==> src/rtl/rr_int_add_sched.sv <==
// rr_int_add_sched: round-robin front end for one shared truncating adder.
// Accepts one operand pair per operation from NUM_REQ requesters, adds the
// upper OP_BITWIDTH bits of each operand, and returns the ID-tagged sum
// through a valid/ready response port. Only one operation is in flight.
module rr_int_add_sched #(
  parameter int OP_BITWIDTH        = 32,
  parameter int DATA_PATH_BITWIDTH = 32,
  parameter int NUM_REQ            = 4
) (
  input  logic                               clk,
  input  logic                               rst,
  input  logic [NUM_REQ-1:0]                 req_valid,
  output logic [NUM_REQ-1:0]                 req_ready,
  input  logic [NUM_REQ*DATA_PATH_BITWIDTH-1:0] req_a,
  input  logic [NUM_REQ*DATA_PATH_BITWIDTH-1:0] req_b,
  output logic                               resp_valid,
  input  logic                               resp_ready,
  output logic [1:0]                         resp_id,
  output logic [DATA_PATH_BITWIDTH-1:0]      resp_c
);

  localparam int DPW = DATA_PATH_BITWIDTH;
  localparam int OP  = OP_BITWIDTH;
  localparam int LO  = DPW - OP;  // first bit of the active operand field

  typedef enum logic [1:0] {
    IDLE = 2'd0,
    EXEC = 2'd1,
    HOLD = 2'd2
  } state_e;

  state_e          state_q, state_d;
  logic [1:0]      last_grant_q, last_grant_d;
  logic [1:0]      id_q, id_d;
  logic [OP-1:0]   op_a_q, op_a_d;
  logic [OP-1:0]   op_b_q, op_b_d;
  logic [DPW-1:0]  resp_c_q, resp_c_d;

  logic            grant_found;
  logic [1:0]      grant_idx;
  logic [1:0]      cand;
  logic [OP-1:0]   sum;

  // Operand bits below the active field never reach the adder.
  logic            unused_low_bits;
  assign unused_low_bits = ^{req_a, req_b};

  // Shared adder: carry-out is dropped by the OP-wide result.
  assign sum = op_a_q + op_b_q;

  // Round-robin search starting one past the last winner.
  always_comb begin
    grant_found = 1'b0;
    grant_idx   = '0;
    cand        = '0;
    for (int k = 1; k <= NUM_REQ; k++) begin
      cand = last_grant_q + 2'(k);
      if (!grant_found && req_valid[cand]) begin
        grant_found = 1'b1;
        grant_idx   = cand;
      end
    end
  end

  // Next-state, operand capture, result register and handshake outputs.
  always_comb begin
    // NOTE: every variable gets a default first so no path leaves it
    // unassigned, which would otherwise infer a latch.
    state_d      = state_q;
    last_grant_d = last_grant_q;
    id_d         = id_q;
    op_a_d       = op_a_q;
    op_b_d       = op_b_q;
    resp_c_d     = resp_c_q;
    req_ready    = '0;
    resp_valid   = 1'b0;

    unique case (state_q)
      IDLE: begin
        if (grant_found) begin
          req_ready[grant_idx] = 1'b1;
          op_a_d       = req_a[grant_idx*DPW + LO +: OP];
          op_b_d       = req_b[grant_idx*DPW + LO +: OP];
          id_d         = grant_idx;
          last_grant_d = grant_idx;
          state_d      = EXEC;
        end
      end
      EXEC: begin
        resp_c_d              = '0;
        resp_c_d[DPW-1 -: OP] = sum;
        state_d               = HOLD;
      end
      HOLD: begin
        resp_valid = 1'b1;
        if (resp_ready) begin
          state_d = IDLE;
        end
      end
      default: begin
        state_d = IDLE;
      end
    endcase
  end

  // State and datapath registers; reset aborts any operation in flight.
  always_ff @(posedge clk or negedge rst) begin
    if (!rst) begin
      state_q      <= IDLE;
      last_grant_q <= 2'd3;
      id_q         <= '0;
      op_a_q       <= '0;
      op_b_q       <= '0;
      resp_c_q     <= '0;
    end else begin
      // NOTE: non-blocking assignments so every register samples
      // pre-edge values regardless of statement order.
      state_q      <= state_d;
      last_grant_q <= last_grant_d;
      id_q         <= id_d;
      op_a_q       <= op_a_d;
      op_b_q       <= op_b_d;
      resp_c_q     <= resp_c_d;
    end
  end

  assign resp_id = id_q;
  assign resp_c  = resp_c_q;

endmodule

==> config.mk <==
export PLATFORM = sky130hd
export DESIGN_NAME = rr_int_add_sched
export DESIGN_NICKNAME = d
export VERILOG_FILES = /design/src/rtl/rr_int_add_sched.sv
export SDC_FILE = /design/constraint.sdc
export NUM_CORES = 1
export LEC_CHECK = 0
export CAP_MARGIN = 5
export CORE_MARGIN = 3
export CORE_UTILIZATION = 31
export DETAILED_ROUTE_END_ITERATION = 6
export GPL_TIMING_DRIVEN = 0
export PLACE_DENSITY = 0.59
export SYNTH_ARGS = -nofsm -noshare
export SYNTH_HDL_FRONTEND = slang
export SYNTH_SLANG_ARGS = --single-unit
export TNS_END_PERCENT = 30
==> constraint.sdc <==
create_clock -name clk -period 6.75 [get_ports clk]
set_input_delay 1.0125 -clock clk [delete_from_list [all_inputs] [get_ports clk]]
set_output_delay 1.0125 -clock clk [all_outputs]
set_load 0.01 [all_outputs]
==> flow_metrics.py <==
metrics = {
    "die": {
        "die_h_um": 163,
        "die_x_um": 163,
        "initial_core_util": 0.320,
        "die-area_sq_mm": 0.0265,
        "ios": 302,
        "core_area_sq_mm": 0.0238,
        "core.rowCount": 56,
    },
    "clocking": {
        "cts_buffers": 9,
        "htree_levels": 3,
        "clk_latency_ps": 360,
        "cts_resized": 0,
        "cts_hold_buf": 0,
        "cts_tree": "built",
        "cts_sinks": 102,
        "clockRootBuffer": "clkbuf_16",
        "clkSlewWorstSetupHoldPaths_ps": 60,
        "cts_setup_buffers": 0,
        "clockBufferDepth": 2,
    },
    "sta": {
        "post-route-period-util": 0.749,
        "max_slew.worst_pin.slew_ps": 818,
        "report.final.slew_viol_count": 0,
        "relSlewSlack": 0.455,
        "max_freq_ghz": 0.198,
        "tns_ps": 0,
        "fin_skew_ps": 10.2,
        "finalSetupViolCount": 0,
        "rsz0062_at_grt": "no",
        "fin_crit_ps": 5060,
        "hold_viol": 0,
    },
    "cells_and_area": {
        "nFillCells": 2487,
        "layout-drive-gt1-share": 0.0294,
        "final_util": 0.477,
        "layout-area-overhead-vs-synth_pct": 49.0,
        "layout.nets": 1718,
        "diodes": 0,
        "fin_cells": 1746,
    },
    "worst_setup_path": {
        "worstPathMaxFanout": 10,
        "crit_path_start_kind": "input pin",
        "cp-end-kind": "output pin",
        "slowest_delay_ps": 540,
        "r2r_cells": 10,
        "setup.worst_path.start": "req_valid[0]",
        "r2r-start": "last_grant_q[1]",
        "rr_endpoint": "op_a_q[3]",
        "crit_required_ps": 5740,
        "crit_arrival_ps": 4040,
        "crit_slowest_cell": "clkdlybuf4s50_1",
        "worstSetupEndpoint": "req_ready[3]",
        "path_cells": "clkdlybuf4s50_1 -> nor4_1 -> or3_1 -> clkbuf_1 -> clkbuf_1 -> clkbuf_1 -> nor3_1 -> clkdlybuf4s50_1",
        "cpMostUsedCell": "clkbuf_1",
        "r2r_slack_ps": 3780,
        "path_class": "input pin to output pin",
    },
    "synth": {
        "synth_cell_types": 64,
        "synth_edf_count": 0,
        "post-synth-top-area-fraction": 0.328,
        "synth_seq_area_share": 0.335,
        "syn-num-nets": 1405,
        "synthesis.area_sq_mm": 0.00762,
        "yosysWarnings": 0,
        "avgSynthCellArea_sq_um": 6.86,
        "ys_top_cells_by_area": "dfrtp_1 (33%), nand2_1 (22%), o21ai_0 (7.3%)",
        "syn_inst": 1110,
        "yosys.area.top_type": "dfrtp_1",
        "synthFlopType": "dfrtp_1",
        "synthArstFlopShare": 1.00,
        "ys_ff_latch": 102,
    },
    "grt": {
        "grt_pass1_wl_mm": 47.9,
        "grt_overflow": 0,
        "antenna_found_initial": 3,
        "first_global_vias": 8580,
        "grt_max_degree": 70,
        "grt_usage": 0.234,
    },
    "detailed_routing": {
        "routedWlPerCell_um": 18.3,
        "dr.first_iter.drc_count": 570,
        "first_pass_iters": 5,
        "drtAntennaViolNets": 0,
        "num_vias": 8750,
        "route.detailed.drc": 0,
        "routed_via_density": 5.01,
        "wl_mm": 32.0,
    },
    "pwr": {
        "powerDensity_mw_per_mm2": 476,
        "ir_drop_uv": 181,
        "p_leak_nw": 5.04,
    },
    "place": {
        "gp_congestion": 0.860,
        "port_buffers": 301,
        "dp_hpwl_mm": 26.5,
        "placedCellCount": 1731,
    },
    "run": {
        "cap_violations": 0,
    },
    "hold_path": {
        "hold_path.class": "flop to flop",
    },
    "outcome": {
        "status": "completed",
    },
}
cell usage in the layout, fill, tap and decap left out, types with 4 or more instances in the layout:
cell | netlist | layout
ha_1 | 31 | 31
buf_6 | 4 | 4
a211oi_1 | 4 | 4
or3_1 | 4 | 4
clkdlybuf4s50_1 | 0 | 300
nor3_1 | 8 | 8
nand2_1 | 439 | 439
xor2_1 | 12 | 12
clkbuf_8 | 3 | 5
nor2_1 | 23 | 23
or4_1 | 4 | 4
a21oi_1 | 40 | 40
inv_1 | 12 | 12
clkbuf_1 | 59 | 60
nand4_1 | 7 | 7
dfrtp_1 | 100 | 100
a21o_1 | 15 | 15
nand3_1 | 82 | 82
o21a_1 | 5 | 5
o21ai_1 | 53 | 53
buf_2 | 4 | 4
clkbuf_16 | 0 | 9
o21ai_0 | 111 | 111
a31oi_1 | 9 | 9
o211ai_1 | 4 | 4
buf_1 | 5 | 5
xnor2_1 | 9 | 9
nand2b_1 | 5 | 5
cell families after synthesis:
family                   share of synthesized area
AO/OA/AOI/OAI                                0.208
XOR/XNOR                                    0.0241
adder cells (fa/ha/maj)                     0.0535
buffers and inverters                       0.0573
flip-flops                                   0.335
multiplexers                               0.00394
AND/OR/NAND/NOR                              0.318
stage by stage:
| stage | instance area [sq um] | hold slack (ps) | total power, mW | setup WS, ps |
|---|---|---|---|---|
| after CTS | 11400 | 480 | 5.40 | 1700 |
| after global routing | 11400 | 511 | 5.89 | 1490 |
| after floorplan | 7620 | 454 | 3.52 | 3470 |
| final | 11400 | 472 | 5.40 | 1690 |
| after detailed placement | 11100 | 464 | 4.84 | 1710 |
| after global placement | 11000 | 460 | 4.81 | 685 |
worst min path at each step:
stage,from,end,slack [ps],cells past startpoint
finish,resp_c[0],resp_c[0],470,2
floorplan,op_b_q[16],op_b_q[16],450,2
detailed placement,resp_c[0],resp_c[0],460,2
CTS,resp_c[0],resp_c[0],480,2
global placement,resp_c[19],resp_c[19],460,2
global route,resp_c[20],resp_c[20],510,2
synthesized netlist by cell type, types with 3 or more instances:
library cell / n
o21bai_1: 3
a211oi_1: 4
nor3_1: 8
xnor2_1: 9
o21ai_1: 53
o211ai_1: 4
o21a_1: 5
nor2_1: 23
buf_1: 5
o21ai_0: 111
a21oi_1: 40
inv_1: 12
clkbuf_8: 3
and3_1: 3
buf_6: 4
nand2_1: 439
mux2i_1: 3
clkbuf_1: 59
ha_1: 31
nand2b_1: 5
or4_1: 4
nor2b_1: 3
and2_1: 3
a211o_1: 3
xor2_1: 12
or3_1: 4
buf_2: 4
nand3_1: 82
a31oi_1: 9
nand4_1: 7
dfrtp_1: 100
a21o_1: 15
layer usage:
layer  wire, um  global-route usage  up-vias
met3       1810              0.0402       37
met2      15200               0.402      260
met5         38                   0        -
met1      14400               0.307     4052
met4        558              0.0569        6
li1           -                   -     4395
report_power, final:
part | total [mW] | internal [mW] | switching (mW)
logic | 3.69 | 1.48 | 2.22
clock network | 0.546 | 0.307 | 0.240
registers | 1.16 | 0.939 | 0.224
layout make-up:
class	count	area, sq um	share of cell area
plain buffers	78	392	0.0345
clock buffers	12	256	0.0226
clock inverters	3	43.8	0.00386
inverters	12	45.0	0.00397
multi-input cells	918	4630	0.408
flip-flops and latches	102	2550	0.225
well taps	319	399	0.0351
repair buffers	302	3040	0.267
worst max-delay path, delay by kind of cell:
family        cells  cell delay, ps
simple gates      3             710
buf+inv           5            2320
flip-flops by register name, indices dropped and copies added, names as in the netlist:
| name | count |
|---|---|
| op_a_q | 32 |
| op_b_q | 32 |
| resp_c | 32 |
| last_grant_q | 2 |
| resp_id | 2 |
| state_q | 2 |
Note: power is estimated with default switching activity, not from simulation.
